===== config.mk =====
export PLATFORM = sky130hd
export DESIGN_NAME = alu_sequencer
export DESIGN_NICKNAME = d
export VERILOG_FILES = /design/src/rtl/cu_pkg.sv /design/src/rtl/cu_regfile.sv /design/src/rtl/alu_sequencer.sv
export SDC_FILE = /design/constraint.sdc
export NUM_CORES = 1
export LEC_CHECK = 0
export ABC_CLOCK_PERIOD_IN_PS = 2700
export BUFFER_PORTS_ARGS = -buffer_cell sky130_fd_sc_hd__buf_2
export CORE_MARGIN = 4
export CORE_UTILIZATION = 55
export CTS_BUF_LIST = sky130_fd_sc_hd__clkbuf_8
export DETAILED_ROUTE_END_ITERATION = 7
export PLACE_DENSITY = 0.81
export SLEW_MARGIN = 10
export SYNTH_ARGS = -nofsm -noshare
export SYNTH_HDL_FRONTEND = slang
export SYNTH_SLANG_ARGS = --single-unit

===== constraint.sdc =====
create_clock -name clk -period 2.7 [get_ports clk]
set_input_delay 0.135 -clock clk [delete_from_list [all_inputs] [get_ports clk]]
set_output_delay 0.135 -clock clk [all_outputs]
set_load 0.01 [all_outputs]

===== src/rtl/cu_pkg.sv =====
// Shared definitions for the ALU sequencer: opcodes, control sub-ops,
// FSM state encoding, instruction field positions and flag bit indices.
package cu_pkg;

  localparam int DATA_W  = 4;
  localparam int FLAG_W  = 5;
  localparam int INSTR_W = 12;
  localparam int REG_AW  = 2;

  // Opcodes (instr[11:8])
  localparam logic [3:0] OP_LDI  = 4'h0;
  localparam logic [3:0] OP_ADD  = 4'h1;
  localparam logic [3:0] OP_SUB  = 4'h2;
  localparam logic [3:0] OP_AND  = 4'h3;
  localparam logic [3:0] OP_OR   = 4'h4;
  localparam logic [3:0] OP_XOR  = 4'h5;
  localparam logic [3:0] OP_NOT  = 4'h6;
  localparam logic [3:0] OP_SHL  = 4'h7;
  localparam logic [3:0] OP_SHR  = 4'h8;
  localparam logic [3:0] OP_INC  = 4'h9;
  localparam logic [3:0] OP_DEC  = 4'hA;
  localparam logic [3:0] OP_PASS = 4'hB;
  localparam logic [3:0] OP_NAND = 4'hC;
  localparam logic [3:0] OP_ROL  = 4'hD;
  localparam logic [3:0] OP_ROR  = 4'hE;
  localparam logic [3:0] OP_CTRL = 4'hF;

  // Control sub-ops (instr[7:6] when op == OP_CTRL)
  localparam logic [1:0] SUB_HALT = 2'b00;
  localparam logic [1:0] SUB_JMP  = 2'b01;
  localparam logic [1:0] SUB_JZ   = 2'b10;
  localparam logic [1:0] SUB_JC   = 2'b11;

  typedef enum logic [2:0] {
    ST_IDLE   = 3'd0,
    ST_FETCH  = 3'd1,
    ST_DECODE = 3'd2,
    ST_EXEC   = 3'd3,
    ST_WB     = 3'd4,
    ST_HALT   = 3'd5
  } state_e;

  // Instruction field positions
  localparam int OP_MSB  = 11;
  localparam int OP_LSB  = 8;
  localparam int RD_MSB  = 7;
  localparam int RD_LSB  = 6;
  localparam int RA_MSB  = 5;
  localparam int RA_LSB  = 4;
  localparam int RB_MSB  = 3;
  localparam int RB_LSB  = 2;
  localparam int IMM_MSB = 3;
  localparam int IMM_LSB = 0;
  localparam int TGT_MSB = 5;
  localparam int TGT_LSB = 0;

  // Status flag indices [P,Z,C,S,O]
  localparam int FLG_P = 4;
  localparam int FLG_Z = 3;
  localparam int FLG_C = 2;
  localparam int FLG_S = 1;
  localparam int FLG_O = 0;

endpackage


===== src/rtl/cu_regfile.sv =====
// General register file for the ALU sequencer.
// Ports:
//   clk, rst          clock, synchronous active-high reset (clears all entries)
//   we_i, wa_i, wd_i  synchronous write port
//   ra_i / rd_a_o     combinational read port A
//   rb_i / rd_b_o     combinational read port B
//   dbg_sel_i / dbg_o combinational debug read port
module cu_regfile
  import cu_pkg::*;
#(
  parameter int NREG = 4
) (
  input  logic              clk,
  input  logic              rst,
  input  logic              we_i,
  input  logic [REG_AW-1:0] wa_i,
  input  logic [DATA_W-1:0] wd_i,
  input  logic [REG_AW-1:0] ra_i,
  input  logic [REG_AW-1:0] rb_i,
  input  logic [REG_AW-1:0] dbg_sel_i,
  output logic [DATA_W-1:0] rd_a_o,
  output logic [DATA_W-1:0] rd_b_o,
  output logic [DATA_W-1:0] dbg_o
);

  logic [DATA_W-1:0] mem_q [NREG];

  // Reset wins over a concurrent write, so a write pending in WB is dropped.
  always_ff @(posedge clk) begin
    if (rst) begin
      for (int i = 0; i < NREG; i++) begin
        mem_q[i] <= '0;
      end
    end else if (we_i) begin
      mem_q[wa_i] <= wd_i;
    end
  end

  assign rd_a_o = mem_q[ra_i];
  assign rd_b_o = mem_q[rb_i];
  assign dbg_o  = mem_q[dbg_sel_i];

endmodule


===== src/rtl/alu_sequencer.sv =====
// Micro-sequenced control unit for the 4-bit ALU. Fetches 12-bit
// instructions from a combinational program ROM, executes LDI, ALU ops,
// JMP/JZ/JC and HALT, and writes ALU results back into a 4x4 register file.
// Ports:
//   clk, rst             clock, synchronous active-high reset
//   start                begin execution from IDLE, or restart at 0 from HALT
//   instr / pc           ROM data / ROM address
//   alu_a, alu_b, alu_op ALU operands and opcode (non-zero only in EXEC)
//   alu_result/status    registered ALU outputs, captured in WB
//   flags                last captured ALU status [P,Z,C,S,O]
//   dbg_sel / dbg_data   combinational register-file debug read
//   busy, done           FETCH..WB / HALT indicators
//
// state  | meaning
// IDLE   | after reset, waiting for start
// FETCH  | latch instr into IR
// DECODE | execute LDI / branches / HALT, or go on to EXEC
// EXEC   | drive ALU inputs for one cycle
// WB     | write ALU result and flags, advance pc
// HALT   | done; start restarts at pc 0
module alu_sequencer
  import cu_pkg::*;
#(
  parameter int PC_W = 6,
  parameter int NREG = 4
) (
  input  logic               clk,
  input  logic               rst,
  input  logic               start,
  input  logic [INSTR_W-1:0] instr,
  output logic [PC_W-1:0]    pc,
  output logic [DATA_W-1:0]  alu_a,
  output logic [DATA_W-1:0]  alu_b,
  output logic [3:0]         alu_op,
  input  logic [DATA_W-1:0]  alu_result,
  input  logic [FLAG_W-1:0]  alu_status,
  output logic [FLAG_W-1:0]  flags,
  input  logic [REG_AW-1:0]  dbg_sel,
  output logic [DATA_W-1:0]  dbg_data,
  output logic               busy,
  output logic               done
);

  state_e              state_q, state_d;
  logic [PC_W-1:0]     pc_q, pc_d;
  logic [INSTR_W-1:0]  ir_q, ir_d;
  logic [FLAG_W-1:0]   flags_q, flags_d;

  logic                rf_we;
  logic [DATA_W-1:0]   rf_wd;
  logic [DATA_W-1:0]   rf_a, rf_b;

  logic [3:0]          ir_op;
  logic [1:0]          ir_sub;
  logic [PC_W-1:0]     pc_inc;
  logic [PC_W-1:0]     pc_tgt;

  assign ir_op  = ir_q[OP_MSB:OP_LSB];
  assign ir_sub = ir_q[RD_MSB:RD_LSB];
  assign pc_inc = pc_q + PC_W'(1);
  assign pc_tgt = PC_W'(ir_q[TGT_MSB:TGT_LSB]);

  cu_regfile #(.NREG(NREG)) u_regfile (
    .clk       (clk),
    .rst       (rst),
    .we_i      (rf_we),
    .wa_i      (ir_q[RD_MSB:RD_LSB]),
    .wd_i      (rf_wd),
    .ra_i      (ir_q[RA_MSB:RA_LSB]),
    .rb_i      (ir_q[RB_MSB:RB_LSB]),
    .dbg_sel_i (dbg_sel),
    .rd_a_o    (rf_a),
    .rd_b_o    (rf_b),
    .dbg_o     (dbg_data)
  );

  // State register and datapath registers
  always_ff @(posedge clk) begin
    if (rst) begin
      state_q <= ST_IDLE;
      pc_q    <= '0;
      ir_q    <= '0;
      flags_q <= '0;
    end else begin
      state_q <= state_d;
      pc_q    <= pc_d;
      ir_q    <= ir_d;
      flags_q <= flags_d;
    end
  end

  // Next-state logic
  always_comb begin
    state_d = state_q;
    case (state_q)
      ST_IDLE:   if (start) state_d = ST_FETCH;
      ST_FETCH:  state_d = ST_DECODE;
      ST_DECODE: begin
        if (ir_op == OP_LDI) begin
          state_d = ST_FETCH;
        end else if (ir_op == OP_CTRL) begin
          state_d = (ir_sub == SUB_HALT) ? ST_HALT : ST_FETCH;
        end else begin
          state_d = ST_EXEC;
        end
      end
      ST_EXEC:   state_d = ST_WB;
      ST_WB:     state_d = ST_FETCH;
      ST_HALT:   if (start) state_d = ST_FETCH;
      default:   state_d = ST_IDLE;
    endcase
  end

  // Datapath next values; branch conditions use flags from before this instr
  always_comb begin
    pc_d    = pc_q;
    ir_d    = ir_q;
    flags_d = flags_q;
    rf_we   = 1'b0;
    rf_wd   = '0;
    case (state_q)
      ST_FETCH: ir_d = instr;
      ST_DECODE: begin
        if (ir_op == OP_LDI) begin
          rf_we = 1'b1;
          rf_wd = ir_q[IMM_MSB:IMM_LSB];
          pc_d  = pc_inc;
        end else if (ir_op == OP_CTRL) begin
          case (ir_sub)
            SUB_JMP: pc_d = pc_tgt;
            SUB_JZ:  pc_d = flags_q[FLG_Z] ? pc_tgt : pc_inc;
            SUB_JC:  pc_d = flags_q[FLG_C] ? pc_tgt : pc_inc;
            default: pc_d = pc_q;
          endcase
        end
      end
      ST_WB: begin
        rf_we   = 1'b1;
        rf_wd   = alu_result;
        flags_d = alu_status;
        pc_d    = pc_inc;
      end
      ST_HALT: if (start) pc_d = '0;
      default: ;
    endcase
  end

  // Outputs
  always_comb begin
    busy   = 1'b0;
    done   = 1'b0;
    alu_op = '0;
    alu_a  = '0;
    alu_b  = '0;
    case (state_q)
      ST_FETCH, ST_DECODE, ST_WB: busy = 1'b1;
      ST_EXEC: begin
        busy   = 1'b1;
        alu_op = ir_op;
        alu_a  = rf_a;
        alu_b  = rf_b;
      end
      ST_HALT: done = 1'b1;
      default: ;
    endcase
  end

  assign pc    = pc_q;
  assign flags = flags_q;

endmodule


# Yosys cells after proc, flatten, opt, wreduce, memory -nomap -nowiden
# Memory sizes are Yosys's and may differ from the RTL's. A register that Yosys moved wholly into a read port is not among the register bits.
# Index checks and enable logic that the tools add are counted.
# classes
reduce_logical	8
shifts	0
div_mod_pow	0
eq_ne	13
magnitude_cmp	0
n_bitwise	0
n_addsub	1
multipliers	0
n_mux	33
# op_table
cell	n
case mux 6 bit (3 select lines)	2
two-way mux 6 bit	5
two-way mux 4 bit	5
case mux 3 bit (5 select lines)	1
two-way mux 3 bit	4
two-way mux 2 bit	5
two-way mux 1 bit	9
case mux 4 bit (2 select lines)	1
OR reduction 4 bit	2
adder 6 x 1 -> 6 bit (second input constant)	1
== test 3 x 2 -> 1 bit (second input constant)	2
== test 3 bit (second input constant)	2
inequality test 5 x 2 -> 1 bit (second input constant)	1
== test 2 bit (second input constant)	2
== test 4 bit (second input constant)	1
zero test 4 bit	1
AND reduction 4 bit	1
== test 3 x 1 -> 1 bit (second input constant)	1
zero test 3 bit	1
inequality test 3 bit (second input constant)	1
nonzero test 3 bit	1
== test 2 x 1 -> 1 bit (second input constant)	1
zero test 2 bit	1
inequality test 2 x 1 -> 1 bit (second input constant)	1
other kinds (3)	3
# word_totals
ramBits	16
rom_bits	0
input_bits	26
n_memories	1
regBits	26
latchBits	0
out_inout_bits	29
wordCells	60
# mem_list
name	words	width	rd	rd_ports_with_merged_regs	write_ports	line_no	rtl
u_regfile.mem_q	4	4	3	2	4	cu_regfile.sv:26	logic [DATA_W-1:0] mem_q [NREG];

# Logic depth before layout (Yosys ltp)
# depth
ltp_word	8
ltp_mapped	7
mapped_depth_nobuf	6

# Modules after synthesis
# Synthesis repeated with hierarchy kept, for this count alone.
# unflattened
hier_cells	233
area_unflattened_um2	2402.3
# by_module_without_submodules
module	area_per_inst_um2	cells_per_inst	seq_area_each_um2	instances
alu_sequencer	1416.4	178	520.5	1
cu_regfile	985.9	55	480.5	1

# Worst setup path before layout
# OpenSTA, ideal clock, no wires.
# synth_path
kind	register to register
from	reg ir_q[8]
to	mem u_regfile.mem_q[3][0], enable pin
period_less_slack_ns	1.870
path_slack_ns	0.830
t_arrival_ns	1.570
setup_time_ns	0.299
path_buffers	0
path_stages_with_launch	5
required_ns	2.401
cell_sequence	dfxtp_1 > or4_4 > nor4_4 > or2_2 > a31o_2
# synth_rtl
item	line_no	rtl
start, declared	alu_sequencer.sv:46	logic [INSTR_W-1:0] ir_q, ir_d;
start signal, assigned	alu_sequencer.sv:87	ir_q <= ir_d;
end, declared	cu_regfile.sv:26	

==> qor.log <==
[yosys] flop and latch count out of synthesis 46
[place] buffers added on ports 54
[final_layout] Layout fillers 361
[sta] final clock skew 8.31 ps
[sta] post-layout minimum cycle time 2040 ps
[global_route] initial antenna violation count 0
[clocking] CTS tree built
[yosys] number of nets in the synthesized netlist 271
[drt] DRC violation count after routing 0
[worst_setup_path] first element of the critical path ir_q[8]$_SDFFE_PP0N_
[floorplan] core area 4140 µm²
[clocking] source-to-sink clock delay at the later pin of the worst-skew pair 300 ps
[yosys] count of unique library cells instantiated by Yosys 48
[worst_setup_path] register-to-register path setup slack 660 ps
[final_layout] layout cell share with drive strength beyond 1 31.3%
[final_layout] most frequent standard cell in the layout excluding fill and tap cells sky130_fd_sc_hd__buf_2
[worst_setup_path] arrival time of data at the critical path endpoint 2040 ps
[sta] pin slew with the least headroom to its limit 757 ps
[yosys] Async S/R FF share, synth 0%
[sta] setup TNS 0 ps
[pwr] worst vdd rail ir drop 316 µV
[place] gpl congestion 0.845
[sta] Final Hold Fails 0
[floorplan] Die Span X 74.7 µm
[sta] final count of negative-setup-slack endpoints 0
[job] reported max-cap violation count 0
[drt] wire per inst 16.6 µm
[clocking] H-tree level count 2
[yosys] post-synthesis instance total 244
[clocking] clock input transition at the sequential cells of the worst setup and hold paths 80 ps
[final_layout] area growth from synthesis to final layout 15.4%
[clocking] hold-fix buffers at CTS 0
[pwr] power per cell area 521 nW/µm²
[yosys] dominant synthesized flop cell sky130_fd_sc_hd__dfxtp_1
[final_layout] antenna cells 0
[yosys] sequential-to-total area share from yosys stat 44.2%
[sta] number of pins exceeding their max-slew limit in the final report 0
[yosys] Ys Warns 0
[drt] number of antenna-violating nets in the routed design 0
[worst_setup_path] nature of the critical path startpoint flip-flop
[global_route] total overflow reported by the global router 0
[yosys] combined area of all synthesized cells 2440 µm²
[worst_setup_path] Worst Path Class, Setup flip-flop to flip-flop
[sta] Max Clock Freq 490 MHz
[floorplan] number of placed I/O pins 55
[worst_setup_path] required time at the endpoint of the critical path 2700 ps
[floorplan] Die Area 5580 µm²
[worst_setup_path] startpoint of the most critical register-to-register path ir_q[8]$_SDFFE_PP0N_
[global_route] pin count of the biggest net entering global routing 41
[final_layout] most frequent cells in the layout sky130_fd_sc_hd__buf_2 (54), sky130_fd_sc_hd__nand2_1 (41), sky130_fd_sc_hd__dfxtp_1 (30)
[sta] worst slew margin relative to its limit 49.6%
[clocking] number of buffers inserted by post-CTS setup repair 0
[clocking] Clock Sink Count 46
[global_route] wire length of the first global-routing pass 9280 µm
[global_route] overall global routing resource usage 22.4%
[worst_hold_path] Hold/Removal Path Class input pin to flip-flop
[drt] detailed-route vias per instance 5.95
[sta] share of the clock period used by the worst path 75.6%
[place] Post-DP Area 2710 µm²
[final_layout] Final Cell Area 2820 µm²
[pwr] LEAKAGE 0.00115 µW
[sta] RSZ-0062 raised after global routing no
[clocking] post_cts resized 0
[global_route] via count of the first global-routing pass 1,867
[worst_setup_path] type of destination of the critical path flip-flop
[place] detailed placement HPWL 4410 µm
[status] status completed
[clocking] Clock Root Buffer sky130_fd_sc_hd__clkbuf_8
[drt] total wirelength of the detailed-routed design 5730 µm
[drt] Starting DRT DRC Count 198
[floorplan] vertical die dimension 74.7 µm
[floorplan] initial cell density of the core 59.0%
[yosys] number of enable-type register cells in the synthesized netlist 16
[clocking] deepest clock path buffer count 2
[clocking] number of buffers added by the clock tree synthesis step 5
[drt] first drt pass iteration count 4
[worst_setup_path] crit-path max FO 5
[floorplan] number of rows in the core area 23
[worst_hold_path] start point of the worst min-delay path alu_status[4]
[final_layout] multi-input combinational cell area 1270 µm²
[final_layout] flip-flop and latch area 1080 µm²
[final_layout] Final nets 320
[yosys] mean instance size in the synthesized netlist 10.0 µm²
[drt] total number of vias 2,046
## Yosys cell counts (2+ instances only)
library cell	number	area, µm²
sky130_fd_sc_hd__a22oi_1	2	15.0
sky130_fd_sc_hd__o21ai_0	4	20.0
sky130_fd_sc_hd__nor4_1	5	31.3
sky130_fd_sc_hd__nand3_1	4	20.0
sky130_fd_sc_hd__and3_1	12	75.1
sky130_fd_sc_hd__edfxtp_1	16	480
sky130_fd_sc_hd__nor2_1	10	37.5
sky130_fd_sc_hd__a21oi_1	22	110
sky130_fd_sc_hd__inv_1	4	15.0
sky130_fd_sc_hd__nand2b_1	3	18.8
sky130_fd_sc_hd__and2_1	10	62.6
sky130_fd_sc_hd__nor2_2	4	25.0
sky130_fd_sc_hd__nand2_1	41	154
sky130_fd_sc_hd__nor3_1	8	40.0
sky130_fd_sc_hd__mux4_2	12	270
sky130_fd_sc_hd__a22oi_2	4	50.1
sky130_fd_sc_hd__nor2b_1	5	31.3
sky130_fd_sc_hd__buf_6	2	22.5
sky130_fd_sc_hd__a211oi_1	4	30.0
sky130_fd_sc_hd__a31oi_1	2	12.5
sky130_fd_sc_hd__clkbuf_1	8	30.0
sky130_fd_sc_hd__buf_2	3	15.0
sky130_fd_sc_hd__a21o_1	3	22.5
sky130_fd_sc_hd__xnor2_1	2	17.5
sky130_fd_sc_hd__dfxtp_1	30	601
sky130_fd_sc_hd__xor2_1	2	17.5
## routing by layer
metal / vias up / GRT usage [%] / part of all wire [%]
met4: 0 / 6.32 / 1.1
met1: 953 / 32.4 / 44
met2: 97 / 33.0 / 44
li1: 990 / - / -
met5: - / 0 / 0
met3: 6 / 6.41 / 12
## path summary, 6_finish.rpt
check,end,cells after the start
worst max-delay path,u_regfile.mem_q[2][2]$_SDFFCE_PN0P_,4
worst max register to register,u_regfile.mem_q[2][2]$_SDFFCE_PN0P_,4
worst min-delay path,flags[4]$_SDFFE_PP0N_,3
worst min register to register,flags[4]$_SDFFE_PP0N_,2
## power by group
part / internal, µW / leakage (µW) / total [µW] / switching, µW
Combinational: 85.1 / 0.000689 / 187 / 102
Clock: 272 / 0.0000556 / 496 / 224
Sequential: 744 / 0.000409 / 786 / 41.7
## metrics by stage
step / instances / power [µW] / worst slack, ps / util [%] / hold WS [ps]
2_1_floorplan: 244 / 922 / 830 / - / 271
3_3_place_gp: 336 / 980 / 740 / 65.4 / 377
3_5_place_dp: 336 / 987 / 706 / 65.4 / 383
5_1_grt: 344 / 1530 / 442 / 68.1 / 65.6
4_1_cts: 344 / 1480 / 667 / 68.1 / 58.3
6_report: 344 / 1470 / 658 / 68.1 / 65.8
## worst max-delay path, stage by stage, from the launching register on
cell and delay (ps):
sky130_fd_sc_hd__dfxtp_1 340, sky130_fd_sc_hd__or4_4 600, sky130_fd_sc_hd__nor4_4 340, sky130_fd_sc_hd__or2_2 250, sky130_fd_sc_hd__a21o_1 210
## state kept, by name, summed over array words and instances, names as in the netlist, named ones only
name             cells
ir_q                12
pc                   6
u_regfile.mem_q     16
state_q              3
flags                5
## kinds of logic (layout without fill, tap and decap cells)
| family | Yosys count | after routing | share of synthesized area [%] |
|---|---|---|---|
| AND/OR/NAND/NOR | 111 | 111 | 24.0 |
| adder cells (fa/ha/maj) | 1 | 1 | 0.512 |
| AO/OA/AOI/OAI | 50 | 50 | 14.0 |
| XOR/XNOR | 4 | 4 | 1.43 |
| flip-flops | 46 | 46 | 44.2 |
| multiplexers | 14 | 14 | 11.9 |
| buffers and inverters | 18 | 68 | 3.94 |
## layout make-up
type / count / share of cell area, %
Timing Repair Buffer: 56 / 10.1
Sequential cell: 46 / 38.3
Multi-Input combinational cell: 180 / 44.9
Tap cell: 50 / 2.22
Clock buffer: 5 / 2.44
Inverter: 4 / 0.532
Clock inverter: 3 / 1.46
(Power assumes the default switching activity.)
